--- src/rtl/window_shifter_if.sv ---
// window_shifter_if: slice input, window output and flush/error signals of the window shifter
interface window_shifter_if #(
  parameter int WIN = 3,
  parameter int PIX_W = 8,
  parameter int IMG_W = 64,
  parameter int IMG_H = 48
);
  logic flush;
  logic slice_valid;
  logic slice_ready;
  logic [1:0] slice_dir;
  logic [WIN*PIX_W-1:0] slice_data;
  logic win_valid;
  logic win_ready;
  logic [WIN*WIN*PIX_W-1:0] win_data;
  logic [$clog2(IMG_W)-1:0] win_x;
  logic [$clog2(IMG_H)-1:0] win_y;
  logic err;
  modport master (
    output flush, slice_valid, slice_dir, slice_data, win_ready,
    input slice_ready, win_valid, win_data, win_x, win_y, err
  );
  modport slave (
    input flush, slice_valid, slice_dir, slice_data, win_ready,
    output slice_ready, win_valid, win_data, win_x, win_y, err
  );
endinterface

--- src/rtl/window_shifter.sv ---
// window_shifter: WIN x WIN pixel window built and slid one row/column slice at a time
module window_shifter #(
  parameter int WIN = 3,
  parameter int PIX_W = 8,
  parameter int IMG_W = 64,
  parameter int IMG_H = 48
) (
  input logic clk,
  input logic rst,
  window_shifter_if.slave bus
);
  localparam int XW = $clog2(IMG_W);
  localparam int YW = $clog2(IMG_H);
  localparam int DW = WIN*WIN*PIX_W;
  typedef enum logic [1:0] {EMPTY, FILL, HOLD, WAIT} state_t;
  state_t state;
  logic [3:0] fill_cnt, next_cnt;
  logic [DW-1:0] win, up, left, right, moved;
  logic [XW-1:0] x;
  logic [YW-1:0] y;
  logic err, accept, done, move_ok;
  assign bus.slice_ready = !rst && !bus.flush && state != HOLD;
  assign accept = bus.slice_valid && bus.slice_ready;
  assign bus.win_valid = state == HOLD;
  assign bus.win_data = win;
  assign bus.win_x = x;
  assign bus.win_y = y;
  assign bus.err = err;
  // a fill from WAIT restarts the row count at one; otherwise it keeps counting
  assign next_cnt = state == WAIT ? 4'd1 : fill_cnt + 4'd1;
  assign done = int'(next_cnt) == WIN;
  assign move_ok = bus.slice_dir == 2'b00 ? int'(x) + WIN < IMG_W :
                   bus.slice_dir == 2'b01 ? x != '0 : int'(y) + WIN < IMG_H;
  assign moved = bus.slice_dir == 2'b00 ? left : bus.slice_dir == 2'b01 ? right : up;
  // candidate windows: rows up with slice as bottom row, columns left/right with slice as the new edge column
  always_comb begin
    up = '0;
    left = '0;
    right = '0;
    for (int r = 0; r < WIN; r++) begin
      for (int c = 0; c < WIN; c++) begin
        up[(r*WIN+c)*PIX_W +: PIX_W] = r == WIN-1 ? bus.slice_data[c*PIX_W +: PIX_W]
                                                  : win[(((r+1)%WIN)*WIN+c)*PIX_W +: PIX_W];
        left[(r*WIN+c)*PIX_W +: PIX_W] = c == WIN-1 ? bus.slice_data[r*PIX_W +: PIX_W]
                                                    : win[(r*WIN+(c+1)%WIN)*PIX_W +: PIX_W];
        right[(r*WIN+c)*PIX_W +: PIX_W] = c == 0 ? bus.slice_data[r*PIX_W +: PIX_W]
                                                 : win[(r*WIN+(c+WIN-1)%WIN)*PIX_W +: PIX_W];
      end
    end
  end
  // control FSM, window register, coordinates and sticky error
  always_ff @(posedge clk) begin
    if (rst) begin
      state <= EMPTY;
      fill_cnt <= '0;
      win <= '0;
      x <= '0;
      y <= '0;
      err <= 1'b0;
    end else if (bus.flush) begin
      state <= EMPTY;
      fill_cnt <= '0;
      win <= '0;
      x <= '0;
      y <= '0;
    end else if (state == HOLD) begin
      if (bus.win_ready) state <= WAIT;
    end else if (accept) begin
      if (bus.slice_dir == 2'b11) begin
        win <= up;
        fill_cnt <= next_cnt;
        state <= done ? HOLD : FILL;
        if (done) begin
          x <= '0;
          y <= '0;
        end
      end else if (state != WAIT) begin
        err <= 1'b1;
      end else begin
        state <= HOLD;
        if (move_ok) begin
          win <= moved;
          x <= bus.slice_dir == 2'b00 ? x + 1'b1 : bus.slice_dir == 2'b01 ? x - 1'b1 : x;
          y <= bus.slice_dir == 2'b10 ? y + 1'b1 : y;
        end else begin
          err <= 1'b1;
        end
      end
    end
  end
endmodule

--- src/flat_wrapper.sv ---
// flat-port wrapper written by rule: the top's interface ports become plain ports
module window_shifter_flat 
#(
  parameter int WIN = 3,
  parameter int PIX_W = 8,
  parameter int IMG_W = 64,
  parameter int IMG_H = 48
)
  (clk, rst, bus_flush, bus_slice_valid, bus_slice_dir, bus_slice_data, bus_win_ready, bus_slice_ready, bus_win_valid, bus_win_data, bus_win_x, bus_win_y, bus_err);
  window_shifter_if #(.WIN(WIN), .PIX_W(PIX_W), .IMG_W(IMG_W), .IMG_H(IMG_H)) bus_i ();
  input logic clk;
  input logic rst;
  input wire logic [$bits(bus_i.flush)-1:0] bus_flush;
  input wire logic [$bits(bus_i.slice_valid)-1:0] bus_slice_valid;
  input wire logic [$bits(bus_i.slice_dir)-1:0] bus_slice_dir;
  input wire logic [$bits(bus_i.slice_data)-1:0] bus_slice_data;
  input wire logic [$bits(bus_i.win_ready)-1:0] bus_win_ready;
  output wire logic [$bits(bus_i.slice_ready)-1:0] bus_slice_ready;
  output wire logic [$bits(bus_i.win_valid)-1:0] bus_win_valid;
  output wire logic [$bits(bus_i.win_data)-1:0] bus_win_data;
  output wire logic [$bits(bus_i.win_x)-1:0] bus_win_x;
  output wire logic [$bits(bus_i.win_y)-1:0] bus_win_y;
  output wire logic [$bits(bus_i.err)-1:0] bus_err;
  assign bus_i.flush = bus_flush;
  assign bus_i.slice_valid = bus_slice_valid;
  assign bus_i.slice_dir = bus_slice_dir;
  assign bus_i.slice_data = bus_slice_data;
  assign bus_i.win_ready = bus_win_ready;
  assign bus_slice_ready = bus_i.slice_ready;
  assign bus_win_valid = bus_i.win_valid;
  assign bus_win_data = bus_i.win_data;
  assign bus_win_x = bus_i.win_x;
  assign bus_win_y = bus_i.win_y;
  assign bus_err = bus_i.err;
  window_shifter #(.WIN(WIN), .PIX_W(PIX_W), .IMG_W(IMG_W), .IMG_H(IMG_H)) u_core (.clk(clk), .rst(rst), .bus(bus_i));
endmodule
--- config.mk ---
export PLATFORM = sky130hd
export DESIGN_NAME = window_shifter_flat
export DESIGN_NICKNAME = d
export VERILOG_FILES = /design/src/rtl/window_shifter_if.sv /design/src/rtl/window_shifter.sv /design/src/flat_wrapper.sv
export SDC_FILE = /design/constraint.sdc
export NUM_CORES = 1
export LEC_CHECK = 0
export ABC_AREA = 1
export CAP_MARGIN = 10
export CORE_ASPECT_RATIO = 0.5
export CORE_MARGIN = 5
export CORE_UTILIZATION = 46
export CTS_CLUSTER_DIAMETER = 120
export CTS_CLUSTER_SIZE = 40
export DETAILED_ROUTE_END_ITERATION = 10
export GPL_TIMING_DRIVEN = 0
export PLACE_DENSITY = 0.79
export SLEW_MARGIN = 10
export SYNTH_ARGS = -nofsm -noshare
export SYNTH_HDL_FRONTEND = slang
export SYNTH_SLANG_ARGS = --single-unit
--- constraint.sdc ---
create_clock -name clk -period 2.06 [get_ports clk]
set_input_delay 0.412 -clock clk [delete_from_list [all_inputs] [get_ports clk]]
set_output_delay 0.412 -clock clk [all_outputs]
set_load 0.05 [all_outputs]
After elaboration in Yosys (flattened, before gate mapping)
Index checks and enable logic that the tools add are counted.
Storage, ports and cells
  register bits after elaboration: 91
  latch bits: 0
  RAM bits: 0
  ROM bits: 0
  input bits: 31
  output and inout bits: 87
  logic and storage cells: 74
  memories: 0
Cells by class
  add/subtract/negate cells: 6
  multipliers: 0
  div/mod/pow operators: 0
  magnitude comparators: 2
  equality and inequality tests: 13
  shift operators: 0
  mux-type cells: 26
  bitwise gates (word level): 3
  reduce and logical (&&, ||, !) cells: 18
Operators with widths (count)
  72-bit 2-to-1 mux: 5
  6-bit 2-to-1 mux: 10
  32-bit by 7-bit less-than comparator with 1-bit output (second input constant): 1
  32-bit by 8-bit less-than comparator with 1-bit output (second input constant): 1
  6-bit by 2-bit adder with 7-bit output (second input constant): 2
  6-bit by 1-bit adder with 6-bit output (second input constant): 2
  2-bit 2-to-1 mux: 6
  6-bit AND reduction: 2
  2-bit equality test (second input constant): 4
  2-bit != test (second input constant): 4
  3-bit AND reduction: 2
  2-bit nonzero test: 3
  6-bit nonzero test: 1
  6-bit by 1-bit subtractor with 6-bit output (second input constant): 1
  5-bit AND reduction: 1
  4-bit by 1-bit adder with 4-bit output (second input constant): 1
  4-bit by 3-bit equality test with 1-bit output (second input constant): 1
  1-bit 2-to-1 mux: 4
  4-bit 2-to-1 mux: 1
  2-bit by 1-bit != test with 1-bit output (second input constant): 2
  4-bit AND reduction: 1
  1-bit logical AND: 3
  3-bit by 2-bit != test with 1-bit output (second input constant): 1
  1-bit inverter: 3
  other kinds (5): 6

Depth between registers and ports, before layout
  depth after elaboration: 7
  depth in mapped cells: 14
  mapped depth without buffers: 14

Worst setup path before layout
Ideal clock, no wire load.
  path kind: register to register
  start: register u_core.state[1]
  end: register u_core.win[40] (netlist: u_core.bus.win_data[40])
  setup time: 0.115 ns
  data arrival time: 2.287 ns
  required time: 1.945 ns
  path slack: -0.343 ns
  stages on the path, launching flop included: 12
  path buffers: 2
  period minus slack after synthesis: 2.403 ns
  path through: dfxtp_1 inv_1 nor2_1 nor2_2 nand2_1 inv_2 nand2_2 inv_4 buf_6 buf_4 a21oi_2 nor2_1
Between the ends
  elaborated cells between the ends (all ways): 8
  classes of those cells: eq/ne (4); bitwise (1); reduce/logical (3)
RTL lines
  start: declaration: line window_shifter.sv:16  | state_t state;
  start signal: assignment: line window_shifter.sv:72  | state <= done ? HOLD : FILL;
  2-bit equality test
  via bus_win_valid: line flat_wrapper.sv:19  | output wire logic [$bits(bus_i.win_valid)-1:0] bus_win_valid;
  1-bit inverter (no line)
  4-bit AND reduction (no line)
  end signal: assignment: line window_shifter.sv:70  | win <= up;
  end signal: assignment: line window_shifter.sv:82  | win <= moved;
  end: declaration: line window_shifter.sv:18  | logic [DW-1:0] win, up, left, right, moved;
The timed path passes the listed nets, and every way through them passes these cells.
A chain may end at the register's enable or synchronous reset.

Worst setup path in the final report
  start: register u_core.win[45] (netlist: u_core.bus.win_data[45])
  end: output bus_win_data[45]
RTL lines
  end: declaration: line flat_wrapper.sv:20  | output wire logic [$bits(bus_i.win_data)-1:0] bus_win_data;
No word-level cell between the ends.

==> metrics.md <==
| Metric | Value |
|---|---|
| Critical Path Sink Type | `output pin` |
| DR vias | `roughly 6,300` |
| Worst Hold Class | `flip-flop to flip-flop` |
| WHS | `about 0.47 ns` |
| Cell family with most CP delay | `buffers and inverters` |
| WS Path Type | `flip-flop to output pin` |
| Post-Route WL | `around 22,000 um` |
| Netlist cell types | `37` |
| Xor/xnor share of the synthesized area | `under 10%` |
| FF/Latch Area | `about 1800 sq um` |
| Clk sinks | `91` |
| Die area | `around 14,000 sq um` |
| Fin crit share | `~100%` |
| Non-filler cells, final | `roughly 1,000` |
| Core area | `~11,000 sq um` |
| Mux share of post-synthesis cell area | `0%` |
| Worst vdd ir | `between 300 and 400 uV` |
| Clk_lat worst skew | `0.35 ns` |
| Routed WL per cell | `20.6 um` |
| Input/output buffers | `about 120` |
| Syn nets | `between 800 and 900` |
| Antenna Violating Nets Remaining | `0` |
| Leakage Power | `0.00272 uW` |
| Mapped Area | `5190 sq um` |
| Worst EP required | `roughly 1.7 ns` |
| F_max | `around 0.49 GHz` |
| Longest Clk Path Bufs | `2` |
| Largest net degree at the start of global routing | `15` |
| Area occupied by multi-input gates | `about 2900 sq um` |
| Diode count | `0` |
| Flop pwr share | `40.9%` |
| Max Cap Viol | `0` |
| Global Route Usage Sum | `30.7%` |
| Pwr Density | `between 600 and 700 nW/um^2` |
| Crit Path Max Fanout | `4` |
| Root Driver | `clkbuf_16` |
| Cells along the critical path | `clkdlybuf4s50_1` |
| Final Cell Area | `just over 7000 sq um` |
| Setup TNS | `0 ns` |
| CTS tree | `done` |
| Layout fillers | `985` |
| Detailed-route DRC error count | `0` |
| Setup Skew | `0.00752 ns` |
| Main combinational cell family by area after synthesis | `simple AND/OR/NAND/NOR gates` |
| Initial Util | `a little under half` |
| H-tree depth | `3` |
| Max Slew Vio Count | `0` |
| Share of layout cells above drive strength 1 | `a little over a tenth` |
| Die height | `approximately 85 um` |
| Yosys warns | `0` |
| Initial antenna violation count | `0` |
| CP max stage delay | `approximately 0.85 ns` |
| Slowest CP cell | `clkdlybuf4s50_1` |
| Switching Fraction | `26.4%` |
| Dpl hpwl | `about 16,000 um` |
| TritonCTS buffer count | `9` |
| Hold Fails Final Rpt | `0` |
| I/O pin total | `118` |
| P_sw | `1150 uW` |
| Grt total ovfl | `0` |
| Final Setup Violations | `0` |
| Sequential-to-total area share from yosys stat | `between 30% and 40%` |
| Post-layout min period | `between 2 and 2.5 ns` |
| Register clock-pin slew on the reported worst setup and hold paths | `around 0.070 ns` |
| Status | `completed` |
| Mean Syn Cell Area | `6.78 sq um` |
| P&R area growth vs syn | `37.9%` |
| Design Power | `~4400 uW` |
| Compound-Gate Fraction of Synth Area | `24.9%` |
| Simple-gate share of the synthesized area | `around 25%` |
| First-iteration detailed-routing DRC count | `just under 800` |
| Vias in the first global route | `about 5,900` |
| Synth Area in Adders | `between 2 and 2.5%` |
| Die X | `160 um` |
| Startpoint types | `flip-flop` |
| Clock network fraction of total power | `approximately 44%` |
| Dpl cells | `around 1,000` |
| Int Pwr | `between 3000 and 4000 uW` |
| Placed Area | `approximately 6600 sq um` |
| First-pass GRT wire length | `about 33,000 um` |
| Drt pass-1 iters | `6` |
| Worst Path Arrival | `approximately 1.6 ns` |
| RSZ-0062 raised after global routing | `yes` |
| Relative slew slack | `~49%` |
| GP Congestion | `roughly 1.0` |
| Cts hold-fix bufs | `0` |
| Worst Tran Pin Value | `around 0.76 ns` |
| Worst Path Buf+Inv | `1` |
| Mapped Cells | `roughly 770` |
| Via density | `around 6.0` |
| Comb pwr share | `~15%` |
| Flops & latches, synth | `between 90 and 100` |
| Row Count | `27` |
| NumNets Final | `between 900 and 1,000` |
power by group through the flow:
| stage | logic [uW] | clock network (uW) | registers [uW] |
|---|---|---|---|
| after CTS | 578 | 1910 | 1780 |
| after global placement | 562 | 0 | 1820 |
| after global routing | 672 | 2010 | 1780 |
| after detailed placement | 566 | 0 | 1820 |
| after floorplan | 307 | 0 | 1850 |
| final | 642 | 1930 | 1780 |
cells by family (layout without fill, tap and decap cells):
| kind of cell | Yosys count | after routing |
|---|---|---|
| simple gates | 301 | 302 |
| compound gates | 218 | 218 |
| buf+inv | 142 | 279 |
| flops | 91 | 91 |
| fa+ha+maj | 8 | 8 |
| xor+xnor | 6 | 6 |
through the flow:
stage	worst slack, ns	utilization (%)
5_1_grt	-0.0420	65.0
3_3_place_gp	-0.934	59.7
2_1_floorplan	0.0160	-
4_1_cts	0.0121	63.1
3_5_place_dp	-0.959	59.7
6_report	0.00929	65.0
flip-flops by register name, indices dropped and copies added, names as in the netlist:
register	count
u_core.state	2
u_core.bus.err	1
u_core.bus.win_y	6
u_core.bus.win_x	6
u_core.fill_cnt	4
u_core.bus.win_data	72
synthesized netlist by cell type:
cell type / number / area share [%]
nand2_1: 130 / 9.4
a21oi_1: 121 / 12
dfxtp_1: 91 / 35
nand3_1: 83 / 8.0
inv_1: 81 / 5.9
nor2_1: 69 / 5.0
o22ai_1: 38 / 4.6
a221oi_1: 23 / 3.9
buf_2: 22 / 2.1
clkbuf_1: 19 / 1.4
o21ai_0: 18 / 1.7
a21oi_2: 11 / 1.9
nand4_1: 8 / 0.96
ha_1: 7 / 1.7
buf_1: 6 / 0.43
inv_2: 5 / 0.36
buf_4: 4 / 0.58
a221o_1: 3 / 0.58
xnor2_1: 3 / 0.51
xor2_1: 3 / 0.51
buf_6: 2 / 0.43
nand2_2: 2 / 0.24
nand3_2: 2 / 0.39
nor2_2: 2 / 0.24
a21boi_0: 1 / 0.14
a31o_2: 1 / 0.17
a31oi_1: 1 / 0.12
and2_0: 1 / 0.12
buf_12: 1 / 0.39
buf_8: 1 / 0.29
fa_1: 1 / 0.39
inv_4: 1 / 0.12
nand2_4: 1 / 0.22
nand3b_1: 1 / 0.14
nor2_4: 1 / 0.22
nor3_1: 1 / 0.096
o21a_1: 1 / 0.14
what timing repair did:
action,CTS,global route
gates cloned,0,2
gates resized for setup,28,62
setup endpoints to repair,99,95
setup buffers,3,3
pin swaps,2,3
area by class of cell:
class,instances,share of cell area (%)
multi-input cells,534,40.1
clock buffers,10,3.34
flip-flops and latches,91,25.5
well taps,145,2.53
plain buffers,54,4.94
clock inverters,4,1.38
inverters,87,4.74
repair buffers,124,17.4
final timing paths:
path	to	startpoint	depth (start not counted)	slack [ns]
hold / removal	u_core.bus.win_data[6]	u_core.bus.win_data[6]	2	0.47
setup reg to reg	u_core.bus.win_data[50]	u_core.bus.win_y[0]	12	0.17
setup / recovery	bus_win_data[45]	u_core.bus.win_data[45]	1	0.009
hold reg to reg	u_core.bus.win_data[6]	u_core.bus.win_data[6]	2	0.47
routing by layer:
layer / routed length (um) / global-route usage (%) / share of wire [%]
met4: 560 / 8.82 / 2.6
met3: 3220 / 11.5 / 15
met1: 8620 / 40.4 / 40
met5: 0 / 0 / 0
met2: 9220 / 47.4 / 43
placed cells by master, fill, tap and decap left out, types with 23 or more instances in the layout:
master	netlist	routed
nor2_1	69	66
nand3_1	83	83
nand2_1	130	128
clkdlybuf4s50_1	0	91
inv_1	81	80
a221oi_1	23	23
o22ai_1	38	38
a21oi_1	121	119
dfxtp_1	91	89
Power figures use the tool's default switching activity.
